--- config.mk ---
export PLATFORM = sky130hd
export DESIGN_NAME = clk_cen_gen
export DESIGN_NICKNAME = d
export VERILOG_FILES = /design/src/rtl/clk_cen_gen.sv
export SDC_FILE = /design/constraint.sdc
export NUM_CORES = 1
export LEC_CHECK = 0
export ABC_AREA = 1
export ABC_CLOCK_PERIOD_IN_PS = 5900
export CORE_MARGIN = 3
export CORE_UTILIZATION = 50
export CTS_BUF_LIST = sky130_fd_sc_hd__clkbuf_2 sky130_fd_sc_hd__clkbuf_4 sky130_fd_sc_hd__clkbuf_8
export DETAILED_ROUTE_END_ITERATION = 8
export PLACE_DENSITY = 0.73
export SLEW_MARGIN = 20
export SYNTH_ARGS = -nofsm -noshare
export SYNTH_HDL_FRONTEND = slang
export SYNTH_SLANG_ARGS = --single-unit
--- constraint.sdc ---
create_clock -name clk -period 5.9 [get_ports clk]
set_input_delay 1.77 -clock clk [delete_from_list [all_inputs] [get_ports clk]]
set_output_delay 1.77 -clock clk [all_outputs]
set_load 0.01 [all_outputs]
--- src/rtl/clk_cen_gen.sv ---
// Fractional clock-enable generator: NUM_CH accumulator-based num/den enables on one clock,
// with core reset held until the synchronised PLL lock has been stable for LOCK_CYCLES cycles.
module clk_cen_gen #(
  parameter int NUM_CH      = 3,
  parameter int ACC_W       = 16,
  parameter int LOCK_CYCLES = 1024,
  parameter int LOCK_W      = 11
) (
  input  logic                    clk,
  input  logic                    rst_n,
  input  logic                    pll_locked,
  input  logic [NUM_CH*ACC_W-1:0] cfg_num,
  input  logic [NUM_CH*ACC_W-1:0] cfg_den,
  input  logic                    cfg_load,
  output logic [NUM_CH-1:0]       cen,
  output logic                    sys_rst,
  output logic                    ready,
  output logic [NUM_CH-1:0]       cfg_err
);

  typedef enum logic [1:0] {
    WAIT_LOCK = 2'd0,
    STABLE    = 2'd1,
    RUN       = 2'd2
  } state_t;

  localparam logic [LOCK_W-1:0] CNT_LAST = LOCK_W'(LOCK_CYCLES - 1);

  state_t            state, state_nxt;
  logic              lock_meta, lock_sync;
  logic [LOCK_W-1:0] lock_cnt, lock_cnt_nxt;
  logic              run_go;

  // Handshake: cfg_load is a one-cycle strobe with no back-pressure; it is always accepted.
  always_ff @(posedge clk or negedge rst_n) begin
    if (!rst_n) begin
      lock_meta <= 1'b0;
      lock_sync <= 1'b0;
      state     <= WAIT_LOCK;
      lock_cnt  <= '0;
      sys_rst   <= 1'b1;
      ready     <= 1'b0;
    end else begin
      lock_meta <= pll_locked;
      lock_sync <= lock_meta;
      state     <= state_nxt;
      lock_cnt  <= lock_cnt_nxt;
      sys_rst   <= (state_nxt != RUN);
      ready     <= (state_nxt == RUN);
    end
  end

  always_comb begin
    state_nxt    = state;
    lock_cnt_nxt = lock_cnt;
    case (state)
      WAIT_LOCK: begin
        lock_cnt_nxt = '0;
        if (lock_sync) state_nxt = STABLE;
      end
      STABLE: begin
        if (!lock_sync) begin
          state_nxt    = WAIT_LOCK;
          lock_cnt_nxt = '0;
        end else if (lock_cnt == CNT_LAST) begin
          state_nxt    = RUN;
          lock_cnt_nxt = '0;
        end else begin
          lock_cnt_nxt = lock_cnt + LOCK_W'(1);
        end
      end
      RUN: begin
        lock_cnt_nxt = '0;
        if (!lock_sync) state_nxt = WAIT_LOCK;
      end
      default: begin
        state_nxt    = WAIT_LOCK;
        lock_cnt_nxt = '0;
      end
    endcase
  end

  // Channels only advance on edges where RUN is both the current and the next state.
  assign run_go = (state == RUN) && lock_sync;

  for (genvar i = 0; i < NUM_CH; i++) begin : g_ch
    logic [ACC_W-1:0] num_r, den_r, acc;
    logic [ACC_W:0]   sum;
    logic [ACC_W-1:0] in_num, in_den;
    logic             new_err, ch_on, cen_q, err_q;

    assign in_num  = cfg_num[i*ACC_W +: ACC_W];
    assign in_den  = cfg_den[i*ACC_W +: ACC_W];
    assign new_err = (in_num != '0) && ((in_den == '0) || (in_num > in_den));
    assign ch_on   = run_go && (num_r != '0) && !err_q;
    assign sum     = {1'b0, acc} + {1'b0, num_r};

    always_ff @(posedge clk or negedge rst_n) begin
      if (!rst_n) begin
        num_r <= '0;
        den_r <= '0;
        acc   <= '0;
        cen_q <= 1'b0;
        err_q <= 1'b0;
      end else if (cfg_load) begin
        num_r <= in_num;
        den_r <= in_den;
        err_q <= new_err;
        acc   <= '0;
        cen_q <= 1'b0;
      end else if (!ch_on) begin
        acc   <= '0;
        cen_q <= 1'b0;
      end else if (sum >= {1'b0, den_r}) begin
        // Remainder carries into the next period, so the long-run rate is exact.
        acc   <= ACC_W'(sum - {1'b0, den_r});
        cen_q <= 1'b1;
      end else begin
        acc   <= sum[ACC_W-1:0];
        cen_q <= 1'b0;
      end
    end

    assign cen[i]     = cen_q;
    assign cfg_err[i] = err_q;
  end

endmodule

Word level (Yosys, flattened, before mapping) --
Cells that the tools add are included.
Storage, ports and cells: register bits 167
Operators by class: add/subtract/negate cells 7, order comparisons 6, equal/unequal tests 5, muxes and demuxes 26, reductions and logical operators 26
Operator list (count):
- 16-bit 2-to-1 mux | 9
- 16-bit nonzero test | 6
- 16-bit by 16-bit adder with 17-bit output | 3
- 17-bit by 16-bit >= comparator with 1-bit output | 3
- 16-bit > comparator | 3
- 16-bit logical NOT | 3
- 16-bit subtractor | 3
- 11-bit 2-to-1 mux | 3
- 11-bit by 1-bit adder with 11-bit output, second input constant | 1
- 11-bit by 10-bit == test with 1-bit output, second input constant | 1
- 1-bit logical AND | 10
- 1-bit 2-to-1 mux | 9
- 2-bit 2-to-1 mux | 4
- 2-bit case mux with 3 select lines | 1
- 2-bit == test, second input constant | 2
- 1-bit logical NOT | 3
- 1-bit logical OR | 3
- 2-bit by 1-bit == test with 1-bit output, second input constant | 1
- 2-bit logical NOT | 1
- 2-bit != test, second input constant | 1

Depth between registers and ports, before layout --
Gate-level depths: netlist of the first run.
word-level depth 6, gate-level depth with buffers 25

Least setup slack after synthesis of the first run --
OpenSTA, ideal clock, no wires.
path kind reg2reg, from register g_ch[2].num_r[0], to register g_ch[2].acc[5], setup time 0.117 ns, arrival 2.911 ns, setup slack 2.872 ns, stages on the path, launching flop included 24, buffers on the path 1, period minus slack after synthesis 3.028 ns, path through dfrtp_1 > ha_1 > inv_1 > fa_1 > nand3b_1 > nand2_1 > nand2_1 > nand2_1 > nand2_2 > nand3_1 > and2_1 > inv_1 > ha_1 > nand2_2 > nor3_2 > and2_1 > nand2_1 > nand2_2 > nand2_4 > nand3_4 > inv_2 > buf_6 > nand2_1 > nand2_1
On the way: cells in the longest elaborated chain, start to end 5
Ends and longest elaborated chain:
- start, declared | line 87 | logic [ACC_W-1:0] num_r, den_r, acc;
- start signal, assigned | line 106 | num_r <= in_num;
- 16-bit by 16-bit adder with 17-bit output or 16-bit nonzero test (tied branches) | line 96, 95
- 16-bit subtractor, or another cell as far along | line 116 | acc <= ACC_W'(sum - {1'b0, den_r});
- 16-bit 2-to-1 mux or 1-bit logical AND (tied branches) | line 114, 95
- 16-bit 2-to-1 mux * | line 111 | end else if (!ch_on) begin
- 16-bit 2-to-1 mux * | line 105 | end else if (cfg_load) begin
- end signal, assigned | line 116
- end signal, assigned | line 119 | acc <= sum[ACC_W-1:0];
- end, declared | line 87
Every way passes the cells marked *; elsewhere a longest branch is shown, timed or not. A chain may end at the register's enable or synchronous reset.

Worst setup path after layout of the first run --
from register g_ch[1].num_r[0], to register g_ch[1].acc[11]
On the way: cells in the longest elaborated chain, start to end 5
Ends and longest elaborated chain (line):
- start, declared | 87
- start signal, assigned | 106
- 16-bit by 16-bit adder with 17-bit output or 16-bit nonzero test (tied branches) | 96, 95
- 16-bit subtractor, or another cell as far along | 116
- 16-bit 2-to-1 mux or 1-bit logical AND (tied branches) | 114, 95
- 16-bit 2-to-1 mux * | 111
- 16-bit 2-to-1 mux * | 105
- end signal, assigned | 116
- end signal, assigned | 119
- end, declared | 87
Marks and branches as above.

==> results of run 1 <==
[cells by family after synthesis]
| family | synth area share |
|---|---|
| adders and majority gates | 0.141 |
| buffers and inverters | 0.108 |
| AOI/OAI and AO/OA | 0.0947 |
| DFF | 0.304 |
| xor gates and xnor gates | 0.0357 |
| and+or+nand+nor | 0.317 |
[worst register-to-register path, stage by stage (launching register included)]
cell and delay, ps:
dfrtp_1 400, ha_1 210, inv_1 60, fa_1 450, o21ai_2 260, nand2_1 80, nand3_1 140, xor2_1 310
ha_1 350, nand2_1 90, nand2_1 70, nand2_1 60, nand2_1 40, a21oi_1 240, nand2_2 110, nand2_4 90
nand3_4 200, nor2_8 220, nand2_1 90, nand2_1 70
[registers in the layout, indices dropped and copies added, names as in the netlist]
signal,count
lock_sync,1
ready,1
g_ch.den_r,48
lock_cnt,11
lock_meta,1
g_ch.num_r,48
sys_rst,1
g_ch.err_q,3
state,2
g_ch.acc,48
g_ch.cen_q,3
[final timing paths]
kind	slack [ps]	endpoint	cells past startpoint	startpoint
min	360	lock_sync	0	lock_meta
max in group asynchronous	3660	g_ch[0].num_r[4]	2	rst_n
max reg2reg	2300	g_ch[1].acc[11]	19	g_ch[1].num_r[0]
min in group asynchronous	1260	g_ch[2].den_r[4]	1	rst_n
max	2300	g_ch[1].acc[11]	19	g_ch[1].num_r[0]
min reg2reg	360	lock_sync	0	lock_meta
[cell usage after synthesis (4+ instances only)]
master,count
nand2_1,578
inv_1,333
dfrtp_1,166
ha_1,145
o21ai_0,125
nor2_1,117
a21oi_1,90
nand3_1,90
nand3b_1,39
nand4_1,36
xor2_1,31
nor4_1,25
xnor2_1,25
nand2_2,23
clkbuf_1,20
nor3_1,20
o21bai_1,11
and2_1,8
buf_4,7
nor2_2,7
fa_1,6
inv_2,5
nand2_4,5
a21oi_2,4
a31oi_1,4
buf_2,4
o21ai_1,4
[per-layer routing]
metal | GRT usage | vias up | part of all wire
met5 | 0 | - | 0
met4 | 0.0735 | 0 | 0.023
met3 | 0.0370 | 66 | 0.054
met2 | 0.437 | 363 | 0.47
met1 | 0.357 | 5922 | 0.46
li1 | - | 6447 | -
[per-stage QoR]
| step | total power [uW] | setup slack (ps) | hold WS (ps) | utilization | std cells |
|---|---|---|---|---|---|
| 2_1_floorplan | 1990 | 2870 | 331 | - | 1965 |
| 3_3_place_gp | 2300 | 2180 | 334 | 0.559 | 2381 |
| 3_5_place_dp | 2310 | 2100 | 336 | 0.559 | 2381 |
| 4_1_cts | 3330 | 2310 | 360 | 0.577 | 2413 |
| 5_1_grt | 3520 | 1960 | 371 | 0.577 | 2413 |
| 6_report | 3310 | 2300 | 355 | 0.577 | 2413 |
[where the power goes]
part           leakage [uW]  internal (uW)  switching (uW)  total [uW]
sequential          0.00214           1210            42.8        1250
clock              0.000241            527             483        1010
combinational       0.00611            395             658        1050
total               0.00850           2130            1180        3310
[cell type report]
| type | instances | share of cell area |
|---|---|---|
| clock buffer | 18 | 0.0159 |
| multi-input combinational | 1422 | 0.520 |
| tap | 341 | 0.0275 |
| clock inverter | 14 | 0.0147 |
| inverter | 341 | 0.0824 |
| sequential | 167 | 0.269 |
| timing repair buffer | 110 | 0.0711 |
==> flow_summary.json, run 1 <==
{
  "post-route-drc-count": 0,
  "clock_path_buffers": 2,
  "cpMaxStageDelayCell": "fa_1",
  "critPathKind": "reg -> reg",
  "syn_area_mm2": 0.0137,
  "final_max_slew_viol_count": 0,
  "critPathTopFamily": "simple AND/OR/NAND/NOR gates",
  "portBuffers": 107,
  "start_util": 0.509,
  "wl_per_cell_um": 15.6,
  "synth_edf_count": 0,
  "grt_max_degree": 100,
  "min_period_ps": 3600,
  "post_synth_num_cell_types": 47,
  "skew_ps": 20.7,
  "critPathRequiredTime_ps": 6310,
  "post_cts_buffers": 0,
  "cts_buffers": 17,
  "worstHoldPathType": "reg -> reg",
  "row_count": 60,
  "fin_crit_sh": 0.610,
  "drive_above_1_share": 0.0473,
  "grt_pass1_vias": 12300,
  "cts_tree": "yes",
  "crit_chain": "ha_1 > inv_1 > fa_1 > o21ai_2 > nand2_1 > nand3_1 > xor2_1 > ha_1 > nand2_1 > nand2_1 > nand2_1 > nand2_1 > a21oi_1 > nand2_2 > nand2_4 > nand3_4 > nor2_8 > nand2_1 > nand2_1",
  "design_area_mm2": 0.0155,
  "final_hold_viol_count": 0,
  "viasPerCell": 5.30,
  "gp_congestion": 0.969,
  "synth.avg_cell_area_um2": 6.99,
  "firstDrtPassIters": 8,
  "crit_fanout": 17,
  "multi_input_area_mm2": 0.00807,
  "synth_warnings": 0,
  "drtIter0Drc": 911,
  "outcome": "finished, final reports clean",
  "grt_pass1_wl_um": 61400,
  "cts.repair.resized": 0,
  "tightest_slew_ps": 761,
  "maxSlewHeadroom": 0.488,
  "totalWireLength_um": 37700,
  "cp_common_cell": "nand2_1",
  "io_pins": 108,
  "synth_area_leader_cell": "dfrtp_1",
  "track_usage": 0.262,
  "nFillCells": 2573,
  "dr_total_vias": 12800,
  "post-dp-hpwl_um": 30700,
  "async_flop_share": 1.00,
  "ys_seq_area_frac": 0.304,
  "power.density_mw_per_mm2": 213,
  "cts-root-buf": "clkbuf_8",
  "dieWidth_um": 172,
  "setup_violations": 0,
  "postCtsHoldBufs": 0,
  "placed_area_mm2": 0.0151,
  "max_stage_delay_ps": 450,
  "grt_overflow": 0,
  "cp-start-kind": "flop",
  "cts_htree_levels": 4,
  "max_cap_violations": 0,
  "path_clk_slew_ps": 100,
  "clkSinkCount": 167,
  "syn_to_final_growth_pct": 13.2,
  "clock_latency_ps": 480,
  "layout_common_cells": "nand2_1, inv_1, dfrtp_1",
  "rsz0062_at_grt": "false",
  "synth_top_area_share": 0.303,
  "vdd_drop_max_uv": 127,
  "setup_tns_ps": 0,
  "ff_latch_area_mm2": 0.00418,
  "synth_fp_nets": 2216,
  "synthFlopType": "dfrtp_1",
  "insertedDiodeCount": 0,
  "coreArea_mm2": 0.0270,
  "postSynthCellCount": 1965,
  "ant_nets": 0,
  "max_freq_mhz": 278,
  "ys_top_cells_by_area": "dfrtp_1, nand2_1, ha_1",
  "ys_ff_latch": 167,
  "power_leakage_uw": 0.00850,
  "end_kind": "flop",
  "antenna_found_initial": 0,
  "fp.dieArea_mm2": 0.0295,
  "die_h_um": 172,
  "arrival_ps": 4010,
  "layout.nets": 2310,
  "final_common_cell": "nand2_1",
  "crit_buf_inv": 1
}
(Power assumes the default switching activity.)
==> run 2: changes to the inputs <==
--- a/config.mk
+++ b/config.mk
@@ -6,7 +6,7 @@
 export NUM_CORES = 1
 export LEC_CHECK = 0
 export ABC_AREA = 1
-export ABC_CLOCK_PERIOD_IN_PS = 5900
+export ABC_CLOCK_PERIOD_IN_PS = 3750
 export CORE_MARGIN = 3
 export CORE_UTILIZATION = 50
 export CTS_BUF_LIST = sky130_fd_sc_hd__clkbuf_2 sky130_fd_sc_hd__clkbuf_4 sky130_fd_sc_hd__clkbuf_8
==> constraint.sdc (replaced) <==
create_clock -name clk -period 3.75 [get_ports clk]
set_input_delay 1.125 -clock clk [delete_from_list [all_inputs] [get_ports clk]]
set_output_delay 1.125 -clock clk [all_outputs]
set_load 0.01 [all_outputs]
==> flow_summary.json, run 2 (synthesized netlist as in run 1, its figures left out) <==
{
  "outcome": "finished, final reports clean",
  "fp.dieArea_mm2": 0.0295,
  "cts_htree_levels": 4,
  "final_hold_viol_count": 0,
  "gp_congestion": 0.946,
  "setup_violations": 0,
  "layout.nets": 2319,
  "cpMaxStageDelayCell": "dfrtp_1",
  "vdd_drop_max_uv": 233,
  "coreArea_mm2": 0.0270,
  "max_stage_delay_ps": 400,
  "min_to": "lock_sync",
  "final_common_cell": "nand2_1",
  "min_period_ps": 3510,
  "worstHoldPathType": "reg -> reg",
  "row_count": 60,
  "max_cap_violations": 0,
  "start_util": 0.509,
  "dp.cells": 2387,
  "critPathRequiredTime_ps": 4100,
  "use_met2": 0.412,
  "ant_nets": 0,
  "grt_pass1_vias": 12000,
  "placed_area_mm2": 0.0151,
  "cts_buffers": 17,
  "whs_path_depth": 0,
  "worstReg2RegStart": "g_ch[1].num_r[0]",
  "cp_common_cell": "nand2_1",
  "hp-start": "lock_meta",
  "crit_chain": "ha_1 > inv_1 > fa_2 > o21ai_4 > a31oi_1 > xnor2_1 > ha_1 > nand2_1 > nand2_1 > nand2_1 > nand2_1 > a21oi_1 > nand2_2 > nand2_4 > nand3_4 > buf_12 > nor2_1 > a21oi_1",
  "grt_use_met1": 0.354,
  "max_freq_mhz": 285,
  "skew_ps": 20.9,
  "place_ws_ps": 235,
  "reg2reg_slack_ps": 240,
  "holdWs_ps": 368,
  "post-route-drc-count": 0,
  "portBuffers": 107,
  "syn_to_final_growth_pct": 13.5,
  "grt_max_degree": 87,
  "clock_latency_ps": 470,
  "clock_path_buffers": 2,
  "critPathKind": "reg -> reg",
  "insertedDiodeCount": 0,
  "grt-busiest-layer": "met2",
  "path_clk_slew_ps": 110,
  "drtIter0Drc": 816,
  "layout_common_cells": "nand2_1, inv_1, dfrtp_1",
  "drive_above_1_share": 0.0533,
  "grt_overflow": 0,
  "post-dp-hpwl_um": 30200,
  "maxSlewHeadroom": 0.411,
  "final_core_util": 0.578,
  "clkSinkCount": 167,
  "cp-start-kind": "flop",
  "end_kind": "flop",
  "setup_slack_ps": 244,
  "cts-root-buf": "clkbuf_8",
  "top_regs": "g_ch.acc x48, g_ch.den_r x48, g_ch.num_r x48",
  "die_h_um": 172,
  "use_met3": 0.0306,
  "r2r_end": "g_ch[1].acc[2]",
  "totalWireLength_um": 36900,
  "fin_crit_sh": 0.935,
  "crit_fanout": 10,
  "dieWidth_um": 172,
  "antenna_found_initial": 0,
  "ff2ff_path_depth": 18,
  "postCtsHoldBufs": 0,
  "dr_total_vias": 12700,
  "arrival_ps": 3860,
  "tightest_slew_ps": 875,
  "fin_cells": 2422,
  "io_pins": 108,
  "power_leakage_uw": 0.00851,
  "track_usage": 0.253,
  "firstDrtPassIters": 7,
  "final_max_slew_viol_count": 0,
  "cts_tree": "yes",
  "design_area_mm2": 0.0156,
  "power.density_mw_per_mm2": 319,
  "grt_pass1_wl_um": 59600,
  "wl_per_cell_um": 15.2,
  "viasPerCell": 5.23
}
-- run 2: how the worst max path moves through the flow --
| stage | from | to | slack (ps) |
|---|---|---|---|
| finish | g_ch[1].num_r[0] | g_ch[1].acc[2] | 240 |
| global route | g_ch[2].num_r[0] | g_ch[2].acc[12] | -4 |
| detailed placement | g_ch[1].num_r[0] | g_ch[1].acc[8] | 240 |
| floorplan | g_ch[2].num_r[0] | g_ch[2].acc[5] | 720 |
| CTS | g_ch[1].num_r[0] | g_ch[1].acc[8] | 160 |
| global placement | g_ch[1].num_r[0] | g_ch[1].acc[11] | 240 |
-- run 2: where the power goes --
part | internal [uW] | switching [uW] | leakage (uW) | total (uW)
logic | 637 | 1040 | 0.00617 | 1680
registers | 1900 | 62.1 | 0.00214 | 1960
clock network | 519 | 805 | 0.000197 | 1320
total | 3060 | 1910 | 0.00851 | 4960
-- run 2: timing repair --
item / in CTS / in global routing
endpoints found under the hold margin: 0 / 0
gates resized for setup: 0 / 7
setup buffers: 0 / 2
setup endpoints to repair: 0 / 38
-- run 2: cell type report --
class                           instances  area, um2
Multi-Input combinational cell       1423       8110
Sequential cell                       167       4180
Inverter                              341       1280
Fill cell                            2532      11400
Tap cell                              341        427
Timing Repair Buffer                  118       1180
Clock inverter                         14        158
Clock buffer                           18        248
-- run 2: worst max-delay path: cells and delay by family, from the launching register on --
kind	cells	cell delay, ps
DFF	1	400
adders and majority gates	3	1000
buffers and inverters	2	280
xor gates and xnor gates	1	340
and+or+nand+nor	8	750
AOI/OAI and AO/OA	4	610
-- run 2: metal layers --
layer / vias up / part of all wire
met5: - / 0
met4: 0 / 0.023
met3: 54 / 0.047
met2: 310 / 0.46
met1: 5839 / 0.47
li1: 6471 / -
-- run 2: through the flow --
step	setup TNS, ps	power (uW)
after global routing	-3.95	5300
after CTS	0	4980
after detailed placement	0	3640
after floorplan	0	3130
final	0	4960
after global placement	0	3610
==> run 3: changes to the inputs <==
--- a/config.mk
+++ b/config.mk
@@ -7,6 +7,7 @@
 export LEC_CHECK = 0
 export ABC_AREA = 1
 export ABC_CLOCK_PERIOD_IN_PS = 3750
+export CAP_MARGIN = 20
 export CORE_MARGIN = 3
 export CORE_UTILIZATION = 50
 export CTS_BUF_LIST = sky130_fd_sc_hd__clkbuf_2 sky130_fd_sc_hd__clkbuf_4 sky130_fd_sc_hd__clkbuf_8
==> constraint.sdc (replaced) <==
create_clock -name clk -period 3.75 [get_ports clk]
set_input_delay 1.125 -clock clk [delete_from_list [all_inputs] [get_ports clk]]
set_output_delay 1.125 -clock clk [all_outputs]
set_load 0.02 [all_outputs]
==> results of run 3 <==
Same layout as run 2 (identical final DEF). Status: finished, final reports clean.
Main changes from that run: total power 4960 uW -> 4970 uW
